## config.mk

```make
export PLATFORM = sky130hd
export DESIGN_NAME = priority_encoder_nx_reg
export DESIGN_NICKNAME = d
export VERILOG_FILES = /design/src/rtl/priority_encoder_nx_reg.sv
export SDC_FILE = /design/constraint.sdc
export NUM_CORES = 1
export LEC_CHECK = 0
export CORE_UTILIZATION = 35
export DETAILED_ROUTE_END_ITERATION = 12
export HOLD_SLACK_MARGIN = 0.12
export PLACE_DENSITY = 0.72
export SLEW_MARGIN = 20
export SYNTH_ARGS = -nofsm -noshare
export SYNTH_HDL_FRONTEND = slang
export SYNTH_SLANG_ARGS = --single-unit
```

## constraint.sdc

```tcl
create_clock -name clk -period 1.34 [get_ports clk]
set_input_delay 0.335 -clock clk [delete_from_list [all_inputs] [get_ports clk]]
set_output_delay 0.335 -clock clk [all_outputs]
set_load 0.02 [all_outputs]
```

## src/rtl/priority_encoder_nx_reg.sv

```systemverilog
// Registered N-input priority encoder with a single-entry valid/ready output stage.
// MODE 0 picks the highest set index; MODE 1 searches downward from a rotating pointer.
module priority_encoder_nx_reg #(
  parameter  int N    = 8,
  parameter  int MODE = 0,
  localparam int W    = $clog2(N)
) (
  input  logic         clk,
  input  logic         rst,
  input  logic [N-1:0] in,
  input  logic         in_valid,
  output logic         in_ready,
  output logic [W-1:0] out,
  output logic         valid,
  output logic [N-1:0] grant,
  output logic         out_valid,
  input  logic         out_ready
);

  logic         out_valid_q, out_valid_d;
  logic [W-1:0] out_q, out_d;
  logic         valid_q, valid_d;
  logic [N-1:0] grant_q, grant_d;
  logic [W-1:0] ptr_q, ptr_d;

  logic         load_s;
  logic         any_s;
  logic [W-1:0] win_s;
  logic [W-1:0] ptr_next_s;

  // Remap the request so bit N-1 is the pointer position and lower bits follow
  // the descending, wrapping search order.
  function automatic logic [N-1:0] rotate_req(input logic [N-1:0] req,
                                              input logic [W-1:0] p);
    logic [N-1:0] r;
    int           s;
    r = '0;
    for (int j = 0; j < N; j++) begin
      s = j + int'(p) + 1;
      if (s >= N) begin
        s = s - N;
      end else begin
        s = s;
      end
      r[j] = req[s];
    end
    return r;
  endfunction

  function automatic logic [W-1:0] highest_set(input logic [N-1:0] req);
    logic [W-1:0] idx;
    idx = '0;
    for (int j = 0; j < N; j++) begin
      if (req[j]) begin
        idx = W'(j);
      end else begin
        idx = idx;
      end
    end
    return idx;
  endfunction

  // Map a position in the rotated vector back to the original request index.
  function automatic logic [W-1:0] unrotate_idx(input logic [W-1:0] j,
                                                input logic [W-1:0] p);
    int s;
    s = int'(j) + int'(p) + 1;
    if (s >= N) begin
      s = s - N;
    end else begin
      s = s;
    end
    return W'(s);
  endfunction

  assign in_ready  = !out_valid_q | out_ready;
  assign load_s    = in_valid & in_ready;
  assign any_s     = |in;
  assign out       = out_q;
  assign valid     = valid_q;
  assign grant     = grant_q;
  assign out_valid = out_valid_q;

  // Winner selection for the sample currently presented on in.
  always_comb begin
    win_s = '0;
    if (MODE == 0) begin
      win_s = highest_set(in);
    end else begin
      win_s = unrotate_idx(highest_set(rotate_req(in, ptr_q)), ptr_q);
    end
  end

  // Pointer moves just below the winner; index 0 wraps to the top.
  always_comb begin
    ptr_next_s = '0;
    if (win_s == '0) begin
      ptr_next_s = W'(N - 1);
    end else begin
      ptr_next_s = win_s - W'(1);
    end
  end

  // Output-register next state: load, drain, or hold.
  always_comb begin
    out_valid_d = out_valid_q;
    out_d       = out_q;
    valid_d     = valid_q;
    grant_d     = grant_q;
    ptr_d       = ptr_q;
    if (load_s) begin
      out_valid_d = 1'b1;
      valid_d     = any_s;
      out_d       = any_s ? win_s : '0;
      for (int j = 0; j < N; j++) begin
        grant_d[j] = any_s && (win_s == W'(j));
      end
      if (any_s) begin
        ptr_d = ptr_next_s;
      end else begin
        ptr_d = ptr_q;
      end
    end else if (out_valid_q && out_ready) begin
      out_valid_d = 1'b0;
    end else begin
      out_valid_d = out_valid_q;
    end
  end

  // State registers; reset overrides any concurrent load or accept.
  always_ff @(posedge clk) begin
    if (rst) begin
      out_valid_q <= 1'b0;
      out_q       <= '0;
      valid_q     <= 1'b0;
      grant_q     <= '0;
      ptr_q       <= W'(N - 1);
    end else begin
      out_valid_q <= out_valid_d;
      out_q       <= out_d;
      valid_q     <= valid_d;
      grant_q     <= grant_d;
      ptr_q       <= ptr_d;
    end
  end

endmodule
```

# Word-level counts from Yosys, hierarchy flattened
# Index checks and enable logic that the tools add are counted.
dict set report totals {
  register_bits 13
  out_inout_bits 14
  word_cells 36
}
dict set report op_classes {
  eq_ne 7
  mux 10
  bitwise 2
  reduce_logical 13
}
# cell n
set ops {}
lappend ops {{3-bit 2-to-1 mux} 7}
lappend ops {{3-bit == test (second input constant)} 4}
lappend ops {{1-bit logical AND} 9}
lappend ops {{8-bit OR reduction} 1}
lappend ops {{3-bit by 2-bit == test with 1-bit output (second input constant)} 2}
lappend ops {{3-bit by 1-bit == test with 1-bit output (second input constant)} 1}
lappend ops {{3-bit logical NOT} 1}
lappend ops {{1-bit 2-to-1 mux} 3}
lappend ops {{2-bit nonzero test} 1}
lappend ops {{1-bit AND} 1}
lappend ops {{1-bit logical NOT} 1}
lappend ops {{1-bit OR} 1}

# Longest topological paths before layout
# Gate-level depths: netlist of the first run.
dict set report logic_depth {
  word_depth 9
  depth_mapped 5
}

# Least setup slack after synthesis of the first run
# Ideal clock, no wire load.
dict set report synth_timing {
  kind {reg-to-reg}
  startpoint {reg out_valid_q (netlist: out_valid)}
  endpoint {reg grant_q[0] (netlist: grant[0])}
  arrival_time_ns 1.249
  required_ns 1.223
  slack_ns -0.025
  path_stages_with_launch 6
  path_buffers 1
  synth_period_minus_slack_ns 1.365
  cell_sequence {dfxtp_1 > nand2b_1 > and2_1 > buf_2 > nor2_1 > a22o_1}
}
dict set report synth_via {
  elab_chain_cells 3
}
# item line
set synth_rtl {}
lappend synth_rtl {{start, declared} 20} ;# logic out_valid_q, out_valid_d;
lappend synth_rtl {{start signal, assigned} 139} ;# out_valid_q <= out_valid_d;
lappend synth_rtl {{1-bit logical NOT} 76} ;# assign in_ready = !out_valid_q | out_ready;
lappend synth_rtl {{1-bit OR} 76}
lappend synth_rtl {{via in_ready} 12} ;# output logic in_ready,
lappend synth_rtl {{1-bit AND} 77} ;# assign load_s = in_valid & in_ready;
lappend synth_rtl {{end signal, assigned} 142} ;# grant_q <= grant_d;
lappend synth_rtl {{end, declared} 23} ;# logic [N-1:0] grant_q, grant_d;
# The timed path passes the listed nets, and every way through them passes these cells.
# A chain may end at the register's enable or synchronous reset.

# Final worst setup path of the first run
dict set report layout_timing {
  startpoint {in in[1]}
  endpoint {reg out_q[0] (netlist: out[0])}
}
dict set report layout_via {
  elab_chain_cells 8
}
# item line
set layout_rtl {}
lappend layout_rtl {{start, declared} 10} ;# input logic [N-1:0] in,
lappend layout_rtl {{1-bit 2-to-1 mux} 54} ;# if (req[j]) begin
lappend layout_rtl {{3-bit 2-to-1 mux (6 in a row)} 54}
lappend layout_rtl {{3-bit 2-to-1 mux *} 114} ;# out_d = any_s ? win_s : '0;
lappend layout_rtl {{end signal, assigned} 140} ;# out_q <= out_d;
lappend layout_rtl {{end, declared} 21} ;# logic [W-1:0] out_q, out_d;
# Every way passes the cells marked *; elsewhere a longest branch is shown, timed or not.

==> out/qor.txt, run 1 <==
outcome -> completed
core area -> 0.00151 mm²
Final Non-Filler Cells -> 127
first-pass GRT wire length -> 2690 µm
Via Count -> 671
Hold Path Sink -> grant[6]
worst hold path class -> reg -> reg
I/O Buffers -> 25
Die Height -> 42.2 µm
Critical R2R Launch -> out_valid
yosys warns -> 0
dpl cells -> 120
post-route cell area -> 0.00103 mm²
gr ovfl total -> 0
dpl cell area -> 951 µm²
largest net degree at the start of global routing -> 11
Total Wirelength -> 1670 µm
Avg Inst Size Synth -> 8.72 µm²
Root Driver -> clkbuf_4
sequential area share after synthesis -> 45.9%
die width -> 42.2 µm
DR pass1 iterations -> 4
Worst Path Max Fanout -> 3
Max VDD drop -> 0.506 mV
Filler cells -> 121
H-tree depth -> 1
Via-to-Cell Ratio -> 5.28
global-route usage over all layers -> 19.9%
min-delay src -> grant[6]
Final ANT Viol Nets -> 0
Setup violations, final -> 0
ys flop type -> dfxtp_1
Initial Utilization -> 37.6%
Placer Congestion -> 0.758
pre-CTS setup slack -> -505 ps
DRC -> 0
Synth cell types -> 27
post-synthesis register bit count -> 13
Final Hold Vio Count -> 0
Max Buffers Root-to-Sink -> 2
post-synth net total -> 77
vias in the first global route -> 672
IO Pins -> 26
Max Clock Freq -> 0.768 GHz
fin crit share -> 97.1%
Critical Path RT -> 1510 ps
worst setup path class -> in -> reg
fraction of registers with async set/reset -> 0%
Critical Path Sink Type -> flop
worst-margin pin slew -> 335 ps
Detailed Route Iter0 Violations -> 11
startpoint types -> primary input
Power per Cell Area -> 839 mW/mm²
Antenna Cells -> 0
Leakage -> 0.502 nW
hold_ws -> 449 ps
Avg WL per Cell -> 13.1 µm
Mapped Area -> 567 µm²
Slew Limit Fails -> 0
Area Overhead vs Synth -> 81.9%
clk_lat worst skew -> 270 ps
Syn Inst Count -> 65
CTS buffer count -> 3
Tot Pwr -> 0.000865 W
hold depth -> 2
clock tree sinks -> 13
Post-Route Skew -> 3.94 ps
die area -> 0.00178 mm²
post-layout minimum cycle time -> 1300 ps
max cap viols -> 0
Critical R2R Capture -> out[1]
R2R cell count -> 5
antenna violations before repair -> 0
layout cells sized above 1 -> 34.2%
EDFF count, synth -> 0
most common cell after layout, fill and taps aside -> buf_4
final net count -> 124
fin worst setup slack -> 38.6 ps
Worst EP arrival -> 1470 ps
CTS tree -> built
Rel. slew slack -> 77.5%
most frequent cells in the layout -> buf_4, dlygate4sd2_1, dfxtp_1
row count -> 14
clk slew on worst S/H paths -> 90 ps
HPWL after DPL -> 1140 µm
FF-to-FF setup slack -> 120 ps
==> area by class of cell <==
class	instances	area, µm²	area share, %
inverters	4	15.0	1.46
multi-input cells	46	339	32.9
repair buffers	44	370	35.9
clock buffers	4	26.3	2.55
flip-flops and latches	13	260	25.2
well taps	16	20.0	1.94
==> worst max path at each step <==
stage	cells after the start	end	slack, ps	from
finish	4	out[0]	40	in[1]
global route	6	out[0]	-3	in[6]
global placement	3	in_ready	-480	out_ready
CTS	1	out_valid	9	out_valid
detailed placement	5	grant[2]	-500	in[5]
floorplan	5	out[1]	70	out_valid
==> where the power goes <==
| part | switching, W | internal (W) |
|---|---|---|
| clock network | 0.000136 | 0.000115 |
| logic | 0.000106 | 0.0000978 |
| registers | 0.00000757 | 0.000403 |
==> layer usage <==
metal  wire length, µm  vias to the layer above  share of wire (%)  GRT usage [%]
met5                 0                        -                  0              0
met4                40                        0                2.4           11.9
met3                93                        6                5.6           3.02
met2               773                       29                 46           32.3
met1               761                      303                 46           24.7
li1                  -                      333                  -              -
==> worst max-delay path, stage by stage <==
cell	delay, ps
clkdlybuf4s50_1	480
nor4_2	310
nand2_1	110
a41o_1	240
==> state kept, by name, indices dropped and copies added, names as in the netlist <==
signal,flops
grant,8
out,3
out_valid,1
valid,1
==> cells by family after synthesis <==
logic type / after synthesis / synth area share (%)
AND/OR/NAND/NOR: 27 / 26.7
buffers and inverters: 6 / 4.19
flip-flops: 13 / 45.9
AO/OA/AOI/OAI: 19 / 23.2
==> metrics by stage <==
stage / utilization, % / TNS [ps]
2_1_floorplan: - / 0
3_3_place_gp: 63.1 / -5090
3_5_place_dp: 63.1 / -5390
4_1_cts: 66.7 / 0
5_1_grt: 68.4 / -3.41
6_report: 68.4 / 0
==> timing repair <==
| action | CTS | global route |
|---|---|---|
| setup buffers | 2 | 1 |
| endpoints found under the setup margin | 26 | 8 |
| hold buffers | 0 | 0 |
| resized for setup | 29 | 16 |
| pin swaps | 3 | 2 |
==> cell usage after synthesis, types with 2 or more instances <==
cell type   n  area share [%]
nor3_1      3             2.6
dfxtp_1    13              46
a21oi_1     7             6.2
nor2_1      6             4.0
o21ai_0     2             1.8
nand2_1     7             4.6
a22o_1      2             3.1
inv_1       4             2.6
nand3_1     2             1.8
or3_1       2             2.2
No activity file was read; power rests on OpenSTA's default activity.
==> run 2, diff against run 1 <==
--- a/config.mk
+++ b/config.mk
@@ -5,6 +5,7 @@
 export SDC_FILE = /design/constraint.sdc
 export NUM_CORES = 1
 export LEC_CHECK = 0
+export CORE_MARGIN = 2
 export CORE_UTILIZATION = 35
 export DETAILED_ROUTE_END_ITERATION = 12
 export HOLD_SLACK_MARGIN = 0.12
==> run 2 against run 1 <==
Net effect: sequential power is essentially flat; clock power shrank 4%; total power down 1.9%; routed wire length grew 0.36%; count of clock-buffer cells in the layout is the same; setup slack lost 14 ps; sequential share of layout area rose by 1.0 points; cell area fell by 3.5%.
==> out/qor.txt, run 2 (synthesis gave the netlist of run 1 again) <==
outcome -> completed
die area -> 0.00196 mm² (+9.7%)
final net count -> 122 (-1.6%)
Final ANT Viol Nets -> 0 (unchanged)
Via Count -> 651 (-3.0%)
Root Driver -> clkbuf_4
vias in the first global route -> 650 (-3.3%)
Worst Path Max Fanout -> 2 (-1)
Largest register FFs -> 8 (unchanged)
fin util -> 66.0% (-2.4 points)
Final TNS setup -> 0 ps (unchanged)
Slowest-stage cell, CP -> nor4_4
Antenna Cells -> 0 (unchanged)
Worst EP arrival -> 1490 ps (+20 ps)
most used cell, CP -> buf_4
H-tree depth -> 1 (unchanged)
Critical Path RT -> 1510 ps (about the same)
Via-to-Cell Ratio -> 5.21 (-1.4%)
CTS tree -> built
clock tree sinks -> 13 (unchanged)
worst hold path class -> reg -> reg
Crit path largest cell delay -> 360 ps (-120 ps)
HPWL after DPL -> 1220 µm (+7.4%)
Filler cells -> 141 (+17%)
Avg WL per Cell -> 13.4 µm (+2.0%)
layout cells sized above 1 -> 29.4% (-4.9 points)
Total Wirelength -> 1680 µm (+0.36%)
die width -> 44.2 µm (+4.7%)
Setup violations, final -> 0 (unchanged)
DR pass1 iterations -> 4 (unchanged)
Rel. slew slack -> 80.1% (+2.6 points)
Max Clock Freq -> 0.760 GHz (-1.0%)
I/O Buffers -> 25 (unchanged)
IO Pins -> 26 (unchanged)
Max VDD drop -> 0.495 mV (-2.0%)
Leakage -> 0.481 nW (-4.3%)
first-pass GRT wire length -> 2620 µm (-2.6%)
Area Overhead vs Synth -> 75.5%
Critical Path Sink Type -> flop
cell family with most CP delay -> buffers and inverters
CP Buf/Inv Count -> 3 (+2)
fin crit share -> 98.1% (+1.0 points)
Tot Pwr -> 0.000849 W (-1.9%)
post-layout minimum cycle time -> 1320 ps (+13.6 ps)
Detailed Route Iter0 Violations -> 12 (+1)
Max Buffers Root-to-Sink -> 2 (unchanged)
clk slew on worst S/H paths -> 80 ps (about the same)
critical path cell sequence -> clkdlybuf4s15_1 -> nor4_4 -> buf_4 -> buf_4 -> nand2_1 -> a41o_1
RSZ-0062 raised after global routing -> no
Final Hold Vio Count -> 0 (unchanged)
Placer Congestion -> 0.778 (+2.6%)
antenna violations before repair -> 0 (unchanged)
Post-Route Skew -> 2.47 ps (-1.46 ps)
most common cell after layout, fill and taps aside -> dlygate4sd2_1
Initial Utilization -> 37.6% (unchanged)
hold_ws -> 449 ps (+0.908 ps)
Die Height -> 44.2 µm (+4.7%)
dpl cell area -> 951 µm² (unchanged)
global-route usage over all layers -> 18.1% (-1.8 points)
DRC -> 0 (unchanged)
gr ovfl total -> 0 (unchanged)
worst setup path class -> in -> reg
startpoint types -> primary input
row count -> 14 (unchanged)
Power per Cell Area -> 854 mW/mm² (+1.7%)
most frequent cells in the layout -> dlygate4sd2_1, buf_4, dfxtp_1
core area -> 0.00151 mm² (unchanged)
clk_lat worst skew -> 270 ps (about the same)
CTS buffer count -> 3 (unchanged)
largest net degree at the start of global routing -> 11 (unchanged)
worst-margin pin slew -> 296 ps (-38.8 ps)
post-route cell area -> 995 µm² (-3.5%)
max cap viols -> 0 (unchanged)
Slew Limit Fails -> 0 (unchanged)
-- run 2: final cells by class --
type / instances / area (µm²) / area share (%)
sequential: 13 / 262 / 26.3
tap: 16 / 20.0 / 2.01
inverter: 4 / 15.0 / 1.51
clock buffer: 4 / 26.3 / 2.64
timing repair buffer: 42 / 359 / 36.1
multi-input combinational: 46 / 313 / 31.4
-- run 2: metrics by stage --
step           instances  setup WS (ps)
6_report             125           25.0
3_3_place_gp         120           -477
2_1_floorplan         65           70.4
5_1_grt              125           3.22
3_5_place_dp         120           -516
4_1_cts              125           8.06
-- run 2: routing by layer --
layer | GRT usage [%] | share of wire (%)
met4 | 9.70 | 1.7
met3 | 2.86 | 5.3
met2 | 31.5 | 49
met5 | 0 | 0
met1 | 21.2 | 43
-- run 2: worst paths after layout --
path,from,to,slack (ps),depth (start not counted)
hold / removal,grant[7],grant[7],450,2
setup reg to reg,out_valid,grant[6],110,6
setup / recovery,in[5],out[0],20,6
hold reg to reg,grant[7],grant[7],450,2
-- run 2: timing repair --
action                                  4_1_cts  5_1_grt
resized for setup                            30        7
pin swaps                                     2        1
hold buffers                                  0        0
buffers inserted                              1        0
endpoints found under the setup margin       26        9
-- run 2: worst min-delay path, delay by kind of cell (launching register included) --
kind             cells  cell delay, ps
AO/OA/AOI/OAI        1              50
AND/OR/NAND/NOR      1              50
flip-flops           1             310
-- run 2: power by group --
| part | leakage [nW] | switching (W) | internal [W] |
|---|---|---|---|
| Clock | 0.0150 | 0.000127 | 0.000115 |
| Sequential | 0.107 | 0.00000791 | 0.000403 |
| Combinational | 0.359 | 0.000101 | 0.0000956 |
| Total | 0.481 | 0.000235 | 0.000614 |
==> run 3, diff against run 2 <==
--- a/config.mk
+++ b/config.mk
@@ -10,7 +10,7 @@
 export DETAILED_ROUTE_END_ITERATION = 12
 export HOLD_SLACK_MARGIN = 0.12
 export PLACE_DENSITY = 0.72
-export SLEW_MARGIN = 20
+export SLEW_MARGIN = 0
 export SYNTH_ARGS = -nofsm -noshare
 export SYNTH_HDL_FRONTEND = slang
 export SYNTH_SLANG_ARGS = --single-unit
==> constraint.sdc (replaced) <==
create_clock -name clk -period 1.34 [get_ports clk]
set_input_delay 0.268 -clock clk [delete_from_list [all_inputs] [get_ports clk]]
set_output_delay 0.268 -clock clk [all_outputs]
set_load 0.02 [all_outputs]
==> run 3 against run 2 <==
Net effect: maximum frequency grew 0.47%; utilization shrank 1.1 points; final cell count up 0.80%; die area is the same; first-iteration DRC count is 17% higher; critical path type unchanged; critical endpoint is now grant[2].
==> out/qor.txt, run 3 (synthesis gave the netlist of run 1 again) <==
outcome -> completed
clk_lat worst skew -> 280 ps (about the same)
startpoint types -> primary input
I/O Buffers -> 25 (unchanged)
CTS tree -> built
most common cell after layout, fill and taps aside -> buf_4
cell family with most CP delay -> buffers and inverters
Power per Cell Area -> 869 mW/mm² (+1.8%)
R2R cell count -> 5 (-1)
Leakage -> 0.476 nW (-1.0%)
core area -> 0.00151 mm² (unchanged)
Area Overhead vs Synth -> 72.6%
critical path cell sequence -> clkdlybuf4s50_1 -> buf_4 -> nand3_2 -> or3_1 -> o21ai_1
Critical Path RT -> 1560 ps (+50 ps)
DR pass1 iterations -> 7 (+3)
Root Driver -> clkbuf_4
Crit path largest cell delay -> 540 ps (+180 ps)
Critical R2R Launch -> out_valid
DR WL met3 -> 102 µm (+15%)
routed wl met2 -> 719 µm (-13%)
worst-margin pin slew -> 439 ps (+143 ps)
Initial Utilization -> 37.6% (unchanged)
Worst Path Max Fanout -> 4 (+2)
Max VDD drop -> 0.594 mV (+20%)
FF-to-FF setup slack -> 180 ps (+70 ps)
HPWL after DPL -> 1220 µm (-0.38%)
fin worst setup slack -> 31.2 ps (+6.22 ps)
crit path from -> in_valid
Placer Congestion -> 0.780 (+0.28%)
post-layout minimum cycle time -> 1310 ps (-6.22 ps)
Slowest-stage cell, CP -> clkdlybuf4s50_1
fin crit share -> 97.7% (-0.46 points)
Critical Path Sink Type -> flop
post-route cell area -> 978 µm² (-1.6%)
met1 WL -> 732 µm (+0.69%)
final net count -> 123 (+0.82%)
gr ovfl total -> 0 (unchanged)
worst hold path class -> reg -> reg
Rel. slew slack -> 70.5% (-9.7 points)
Max Buffers Root-to-Sink -> 2 (unchanged)
first-pass GRT wire length -> 2440 µm (-7.1%)
dpl cells -> 121 (+0.83%)
path length in cells of the critical path -> 5 (-1)
antenna violations before repair -> 0 (unchanged)
Detailed Route Iter0 Violations -> 14 (+2)
Tot Pwr -> 0.000850 W (+0.13%)
max cap viols -> 0 (unchanged)
layout cells sized above 1 -> 27.3% (-2.1 points)
pre-CTS setup slack -> -419 ps (+96.8 ps)
die width -> 44.2 µm (unchanged)
Final Hold Vio Count -> 0 (unchanged)
Post-Route Skew -> 3.45 ps (+0.974 ps)
dpl cell area -> 958 µm² (+0.79%)
Via Count -> 653 (+0.31%)
CTS buffer count -> 3 (unchanged)
clk slew on worst S/H paths -> 80 ps (about the same)
Worst EP arrival -> 1530 ps (+40 ps)
most frequent cells in the layout -> buf_4, dlygate4sd2_1, dfxtp_1
worst setup path class -> in -> reg
H-tree depth -> 1 (unchanged)
fin util -> 65.0% (-1.1 points)
Die Height -> 44.2 µm (unchanged)
Final ANT Viol Nets -> 0 (unchanged)
CP Buf/Inv Count -> 2 (-1)
Critical R2R Capture -> grant[2]
Highest Signal Layer -> met4
largest net degree at the start of global routing -> 10 (-1)
vias in the first global route -> 589 (-9.4%)
Largest register FFs -> 8 (unchanged)
Final Non-Filler Cells -> 126 (+0.80%)
Avg WL per Cell -> 12.6 µm (-5.8%)
Antenna Cells -> 0 (unchanged)
clock tree sinks -> 13 (unchanged)
Setup violations, final -> 0 (unchanged)
IO Pins -> 26 (unchanged)
Slew Limit Fails -> 0 (unchanged)
Max Clock Freq -> 0.764 GHz (+0.47%)
global-route usage over all layers -> 16.9% (-1.2 points)
crit path capture -> grant[2]
Via-to-Cell Ratio -> 5.18 (-0.49%)
hold_buf cts -> 0 (unchanged)
row count -> 14 (unchanged)
Total Wirelength -> 1590 µm (-5.1%)
die area -> 0.00196 mm² (unchanged)
DRC -> 0 (unchanged)
[run 3: changes by cell type in the layout (fill, tap and decap cells not counted), sizes merged]
cell,previous run,this run
clkdlybuf4s50,4,7
buf,17,19
clkinv,0,1
clkdlybuf4s15,2,0
clkbuf,6,3
[run 3: worst min path at each step]
stage | startpoint | end | slack, ps | depth (start not counted)
floorplan | in_valid | out_valid | 400 | 2
global placement | grant[6] | grant[6] | 440 | 2
detailed placement | grant[7] | grant[7] | 450 | 2
CTS | grant[7] | grant[7] | 460 | 2
global route | in[5] | grant[5] | 480 | 4
finish | grant[7] | grant[7] | 450 | 2
[run 3: routing by layer]
layer	up-vias	track usage, %
met5	-	0
met4	0	9.70
met2	22	24.1
li1	327	-
met3	5	3.67
met1	299	23.4
[run 3: worst min-delay path: cells and delay by family, from the launching register on]
family | cells | cell delay (ps)
compound gates | 1 | 50
flops | 1 | 310
simple gates | 1 | 50
[run 3: layout make-up]
cell class | count | area, µm²
clock buffers | 3 | 22.5
clock inverters | 1 | 5.00
fillers | 143 | 528
inverters | 4 | 15.0
multi-input cells | 46 | 293
flip-flops and latches | 13 | 260
well taps | 16 | 20.0
repair buffers | 43 | 363
[run 3: stage by stage]
stage          TNS [ps]  hold WS, ps
2_1_floorplan         0          397
3_3_place_gp      -3380          436
3_5_place_dp      -3760          448
4_1_cts               0          457
5_1_grt           -11.3          481
6_report              0          451
[run 3: what timing repair did]
item	CTS	global route
setup endpoints to repair	19	6
gates resized for setup	21	3
buffers inserted	0	1
hold endpoints to repair	0	0
pin swaps	2	2
[run 3: power breakdown]
group | internal (W) | switching, W
Sequential | 0.000403 | 0.00000690
Clock | 0.000111 | 0.000137
Combinational | 0.0000969 | 0.0000961
Total | 0.000610 | 0.000240
